<file path="src/rtl/l15_tag_ctrl.sv">
// L1.5 I-cache tag-store front end: arbitrates invalidate sweeps, refill writes
// and lookup reads onto the tag SCM. Lookup hit/miss is reported one cycle after
// the grant.
module l15_tag_ctrl #(
   parameter int unsigned ADDR_WIDTH = 6,
   parameter int unsigned TAG_WIDTH  = 6
) (
   input  logic                  clk,
   input  logic                  rst_n,
   input  logic                  flush_req_i,
   output logic                  flush_ack_o,
   output logic                  busy_o,
   input  logic                  lookup_req_i,
   input  logic [ADDR_WIDTH-1:0] lookup_addr_i,
   input  logic [TAG_WIDTH-1:0]  lookup_tag_i,
   output logic                  lookup_gnt_o,
   output logic                  lookup_rvalid_o,
   output logic                  lookup_hit_o,
   input  logic                  refill_req_i,
   input  logic [ADDR_WIDTH-1:0] refill_addr_i,
   input  logic [TAG_WIDTH-1:0]  refill_tag_i,
   output logic                  refill_gnt_o,
   output logic                  tag_req_o,
   output logic                  tag_write_o,
   output logic [ADDR_WIDTH-1:0] tag_addr_o,
   output logic [TAG_WIDTH:0]    tag_wdata_o,
   input  logic [TAG_WIDTH:0]    tag_rdata_i
);

   localparam int unsigned WORD_WIDTH = TAG_WIDTH + 1;
   localparam logic [ADDR_WIDTH-1:0] LAST_ADDR = '1;

   typedef enum logic [1:0] {
      INIT  = 2'd0,
      IDLE  = 2'd1,
      SWEEP = 2'd2
   } state_e;

   state_e                  state_q, state_d;
   logic [ADDR_WIDTH-1:0]   cnt_q, cnt_d;
   logic                    ack_q, ack_d;
   logic                    rvalid_q, rvalid_d;
   logic [TAG_WIDTH-1:0]    lkp_tag_q, lkp_tag_d;
   logic                    lkp_byp_q, lkp_byp_d;
   logic [WORD_WIDTH-1:0]   byp_word_q, byp_word_d;
   logic                    wr_valid_q, wr_valid_d;
   logic [ADDR_WIDTH-1:0]   wr_addr_q, wr_addr_d;
   logic [WORD_WIDTH-1:0]   wr_word_q, wr_word_d;
   logic [WORD_WIDTH-1:0]   cmp_word;

   // State register and datapath flops
   always_ff @(posedge clk or negedge rst_n) begin
      if (!rst_n) begin
         state_q    <= INIT;
         cnt_q      <= '0;
         ack_q      <= 1'b0;
         rvalid_q   <= 1'b0;
         lkp_tag_q  <= '0;
         lkp_byp_q  <= 1'b0;
         byp_word_q <= '0;
         wr_valid_q <= 1'b0;
         wr_addr_q  <= '0;
         wr_word_q  <= '0;
      end else begin
         state_q    <= state_d;
         cnt_q      <= cnt_d;
         ack_q      <= ack_d;
         rvalid_q   <= rvalid_d;
         lkp_tag_q  <= lkp_tag_d;
         lkp_byp_q  <= lkp_byp_d;
         byp_word_q <= byp_word_d;
         wr_valid_q <= wr_valid_d;
         wr_addr_q  <= wr_addr_d;
         wr_word_q  <= wr_word_d;
      end
   end

   // Next state, sweep counter, arbitration and SCM command
   always_comb begin
      state_d      = state_q;
      cnt_d        = cnt_q;
      ack_d        = 1'b0;
      busy_o       = 1'b0;
      refill_gnt_o = 1'b0;
      lookup_gnt_o = 1'b0;
      tag_req_o    = 1'b0;
      tag_write_o  = 1'b0;
      tag_addr_o   = '0;
      tag_wdata_o  = '0;
      case (state_q)
         INIT, SWEEP: begin
            busy_o      = 1'b1;
            tag_req_o   = 1'b1;
            tag_write_o = 1'b1;
            tag_addr_o  = cnt_q;
            cnt_d       = cnt_q + ADDR_WIDTH'(1);
            if (cnt_q == LAST_ADDR) begin
               state_d = IDLE;
               ack_d   = (state_q == SWEEP);
            end
         end
         IDLE: begin
            // A flush still held during the ack cycle belongs to the sweep just finished
            if (flush_req_i && !ack_q) begin
               state_d = SWEEP;
            end else if (refill_req_i) begin
               refill_gnt_o = 1'b1;
               tag_req_o    = 1'b1;
               tag_write_o  = 1'b1;
               tag_addr_o   = refill_addr_i;
               tag_wdata_o  = {1'b1, refill_tag_i};
            end else if (lookup_req_i) begin
               lookup_gnt_o = 1'b1;
               tag_req_o    = 1'b1;
               tag_addr_o   = lookup_addr_i;
            end
         end
         default: begin
            state_d = INIT;
         end
      endcase
      // Combinational outputs are quiet while reset is asserted
      if (!rst_n) begin
         busy_o       = 1'b0;
         refill_gnt_o = 1'b0;
         lookup_gnt_o = 1'b0;
         tag_req_o    = 1'b0;
         tag_write_o  = 1'b0;
         tag_addr_o   = '0;
         tag_wdata_o  = '0;
      end
   end

   // Lookup capture and last-refill bypass tracking
   always_comb begin
      rvalid_d   = lookup_gnt_o;
      lkp_tag_d  = lkp_tag_q;
      lkp_byp_d  = lkp_byp_q;
      byp_word_d = byp_word_q;
      if (lookup_gnt_o) begin
         lkp_tag_d  = lookup_tag_i;
         lkp_byp_d  = wr_valid_q && (wr_addr_q == lookup_addr_i);
         byp_word_d = wr_word_q;
      end
      // Only a refill in the immediately preceding cycle can be bypassed; sweep
      // cycles never grant a refill, so they clear the flag
      wr_valid_d = refill_gnt_o;
      wr_addr_d  = wr_addr_q;
      wr_word_d  = wr_word_q;
      if (refill_gnt_o) begin
         wr_addr_d = refill_addr_i;
         wr_word_d = tag_wdata_o;
      end
   end

   // SCM read data arrives in the result cycle, so the compare sits after it
   assign cmp_word        = lkp_byp_q ? byp_word_q : tag_rdata_i;
   assign lookup_rvalid_o = rvalid_q;
   assign lookup_hit_o    = rvalid_q & cmp_word[TAG_WIDTH] &
                            (cmp_word[TAG_WIDTH-1:0] == lkp_tag_q);
   assign flush_ack_o     = ack_q;

endmodule

</file>
<file path="config.mk">
export PLATFORM = sky130hd
export DESIGN_NAME = l15_tag_ctrl
export DESIGN_NICKNAME = d
export VERILOG_FILES = /design/src/rtl/l15_tag_ctrl.sv
export SDC_FILE = /design/constraint.sdc
export NUM_CORES = 1
export LEC_CHECK = 0
export ABC_CLOCK_PERIOD_IN_PS = 2900
export CAP_MARGIN = 20
export CORE_UTILIZATION = 51
export CTS_BUF_LIST = sky130_fd_sc_hd__clkbuf_4 sky130_fd_sc_hd__clkbuf_8 sky130_fd_sc_hd__clkbuf_16
export CTS_CLUSTER_DIAMETER = 150
export DETAILED_ROUTE_END_ITERATION = 10
export GPL_ROUTABILITY_DRIVEN = 1
export PLACE_DENSITY = 0.85
export SYNTH_ARGS = -nofsm -noshare
export SYNTH_HDL_FRONTEND = slang
export SYNTH_SLANG_ARGS = --single-unit
</file>
<file path="constraint.sdc">
create_clock -name clk -period 2.9 [get_ports clk]
set_input_delay 0.435 -clock clk [delete_from_list [all_inputs] [get_ports clk]]
set_output_delay 0.435 -clock clk [all_outputs]
set_load 0.05 [all_outputs]
</file>
==> out/qor.csv <==
stage;metric;value;unit
logic_synthesis;Seq cells post-synth;38;
logic_synthesis;Post-synth EDFFs;0;
power_and_ir_drop;Logic pwr share;0.116;
route;drt wl/cell;16.4;um
power_and_ir_drop;switching power;235;uW
status;status;complete, no violations;
sta;setup_tns;0;ps
sta;Slew @ Worst Pin;494;ps
layout;Final Instance Count excl. Fillers;264;
floorplanning;Initial Utilization;0.536;
floorplanning;Row Count;22;
sta;Clock Skew;3.42;ps
cts;CTS Root Cell;clkbuf_8;
global_route;global-route wire length before repair;7230;um
setup_path;Worst setup SP type;flip-flop;
floorplanning;I/O pin total;57;
logic_synthesis;Avg Cell Area, Syn;12.4;um2
global_route;largest net degree at the start of global routing;30;
placement;pre-CTS WS;443;ps
logic_synthesis;Post-synth top cells;dfrtp_1 (38), mux2_2 (18), nand3_1 (10);
placement;routability congestion estimate;0.918;
logic_synthesis;most used flip-flop cell after synthesis;dfrtp_1;
global_route;all-layer global routing usage;0.233;
power_and_ir_drop;Power Dens Cells;377;nW/um2
layout;fin area;2750;um2
route;Via-to-Cell Ratio;5.42;
cts;CTS buffer count;5;
setup_path;Reg2Reg Depth;4;
placement;dpl cells;256;
route;Final ANT Viol Nets;0;
route;Detailed Route WL;4330;um
sta;Fmax;0.397;GHz
sta;period utilization;0.868;
setup_path;critical path arrival;2080;ps
floorplanning;full die area;4130;um2
logic_synthesis;top-area cell type share of the netlist area;0.481;
logic_synthesis;Cells after Synth;160;
layout;# nets final;252;
global_route;grt met1 use;0.258;
cts;H-tree Lvls;2;
sta;Slew headroom;0.670;
logic_synthesis;sequential area share after synthesis;0.481;
layout;Area Growth Syn to Fin;39.1;%
route;First DRT Iteration DRCs;62;
floorplanning;Core Box Area;3690;um2
power_and_ir_drop;Int Pwr;803;uW
power_and_ir_drop;Sw Share;0.226;
global_route;GRT busiest layer;met2;
placement;Buffers on Ports;56;
setup_path;r2r setup slk;1010;ps
logic_synthesis;asr flop ratio synth;1.00;
global_route;met2 global-route usage;0.426;
setup_path;R2R Path End;wr_word_q[3];
cts;post-CTS setup buffers;0;
logic_synthesis;Synth warnings;0;
logic_synthesis;Cell variety after synth;38;
logic_synthesis;Syn Std Cell Area;1980;um2
global_route;vias in the first global route;1551;
sta;max-slew violation count;0;
setup_path;crit path kind;reg -> out;
logic_synthesis;leading area contributor after synthesis;dfrtp_1;
global_route;GRT overflow;0;
cts;clock sink count;38;
power_and_ir_drop;Clk pwr share;0.364;
cts;cts hold-fix bufs;0;
setup_path;Worst setup EP type;primary output;
cts;CTS tree;built;
sta;setup violators final;0;
placement;DP HPWL;3290;um
layout;fin util;0.746;
placement;Placed Area;2660;um2
cts;Resize count post-CTS;0;
cts;clock-pin slew on the worst setup and hold paths;70;ps
layout;ANT cells;0;
logic_synthesis;cell with the most instances after synthesis;dfrtp_1;
setup_path;RR Startpoint;state_q[0];
setup_path;WP data required;2470;ps
floorplanning;Die H;64.3;um
flow_run;maxcap violations;0;
layout;share of cells above drive strength 1;0.296;
floorplanning;Die W;64.3;um
sta;setup ws final;382;ps
global_route;met3 Usage GRT;0.0554;
setup_path;origin of the worst setup path;state_q[0];
power_and_ir_drop;VDD IR max;0.000258;V
route;DR vias;1431;
global_route;initial antenna violation count;0;
setup_path;crit path to;tag_wdata_o[0];
logic_synthesis;syn_nets;197;
cts;Clock Path Buffers;2;
logic_synthesis;synth top area cells;dfrtp_1 (48%), mux2_2 (10%), mux2_4 (6.8%);
cts;later-pin clock latency in the skew report;280;ps
setup_path;largest fanout on the critical path;23;
power_and_ir_drop;Static Leakage;1.22;nW
sta;unrepaired setup endpoints after global routing;false;
worst_hold_path;Min-Delay Path Class;in -> async;
power_and_ir_drop;Sequential Power Share;0.520;
route;# DRC;0;
sta;crit path time final;2520;ps
sta;Final Hold Fails;0;
route;total iterations of the first detailed-routing run;4;
[layout make-up]
class                      instances  area (um2)
multi-input combinational        112         951
sequential                        38         951
inverter                           1        3.75
tap                               48        60.1
fill                             227         937
clock inverter                     1        5.00
timing repair buffer              57         691
clock buffer                       7        90.1
[sequential cells by signal (all words and copies together) (netlist names)]
signal	count
lkp_byp_q	1
state_q	2
lookup_rvalid_o	1
cnt_q	6
byp_word_q	7
wr_valid_q	1
lkp_tag_q	6
wr_word_q	7
wr_addr_q	6
flush_ack_o	1
[cells in the final DEF (no fill, tap or decap), types with 2 or more instances in the layout]
master           count
o21ai_0              3
mux2_4               9
buf_12              14
clkdlybuf4s50_1     36
or2_2                2
and2_1               8
dfrtp_1             38
clkbuf_8             6
o2bb2ai_1            2
xnor2_1              9
a22oi_1              3
nand2_1              9
buf_4                6
a31oi_1              3
nand3_1             10
and3_4               2
xor2_1               8
mux2_2              18
nor2b_1              3
mux2i_1              6
[through the flow]
step | hold WS (ps) | total power, mW
after global routing | 54.4 | 1.07
after floorplan | 139 | 0.592
after detailed placement | 352 | 0.670
final | 39.0 | 1.04
after global placement | 338 | 0.666
after CTS | 36.7 | 1.05
[power by group through the flow]
stage	clock network, mW	registers (mW)	logic, mW
6_report	0.378	0.540	0.120
5_1_grt	0.406	0.540	0.129
4_1_cts	0.386	0.540	0.121
3_3_place_gp	0	0.549	0.116
2_1_floorplan	0	0.549	0.0432
3_5_place_dp	0	0.550	0.120
[worst min path at each step]
| stage | to | cells past startpoint | slack [ps] |
|---|---|---|---|
| finish | cnt_q[4] | 1 | 40 |
| CTS | state_q[1] | 1 | 40 |
| global route | state_q[1] | 1 | 50 |
| global placement | state_q[1] | 1 | 340 |
| detailed placement | state_q[1] | 1 | 350 |
| floorplan | byp_word_q[0] | 0 | 140 |
[layer usage]
layer  vias to the layer above  routed length (um)
li1                        671                   -
met5                         -                   0
met3                        12                 219
met1                       700                1750
met4                         0                  89
met2                        48                2270
[cells by family after synthesis]
family,synth area share
muxes,0.207
adders and majority gates,0.00632
and+or+nand+nor,0.142
DFF,0.481
xor gates and xnor gates,0.0753
buffers and inverters,0.0417
AOI/OAI and AO/OA,0.0468
[worst max-delay path: stages (launching register included)]
cell      delay [ps]
dfrtp_1          620
nand2b_4         110
nor2b_4          240
and3_4           420
and2_1           250
buf_12           150
Power figures use the tool's default switching activity.
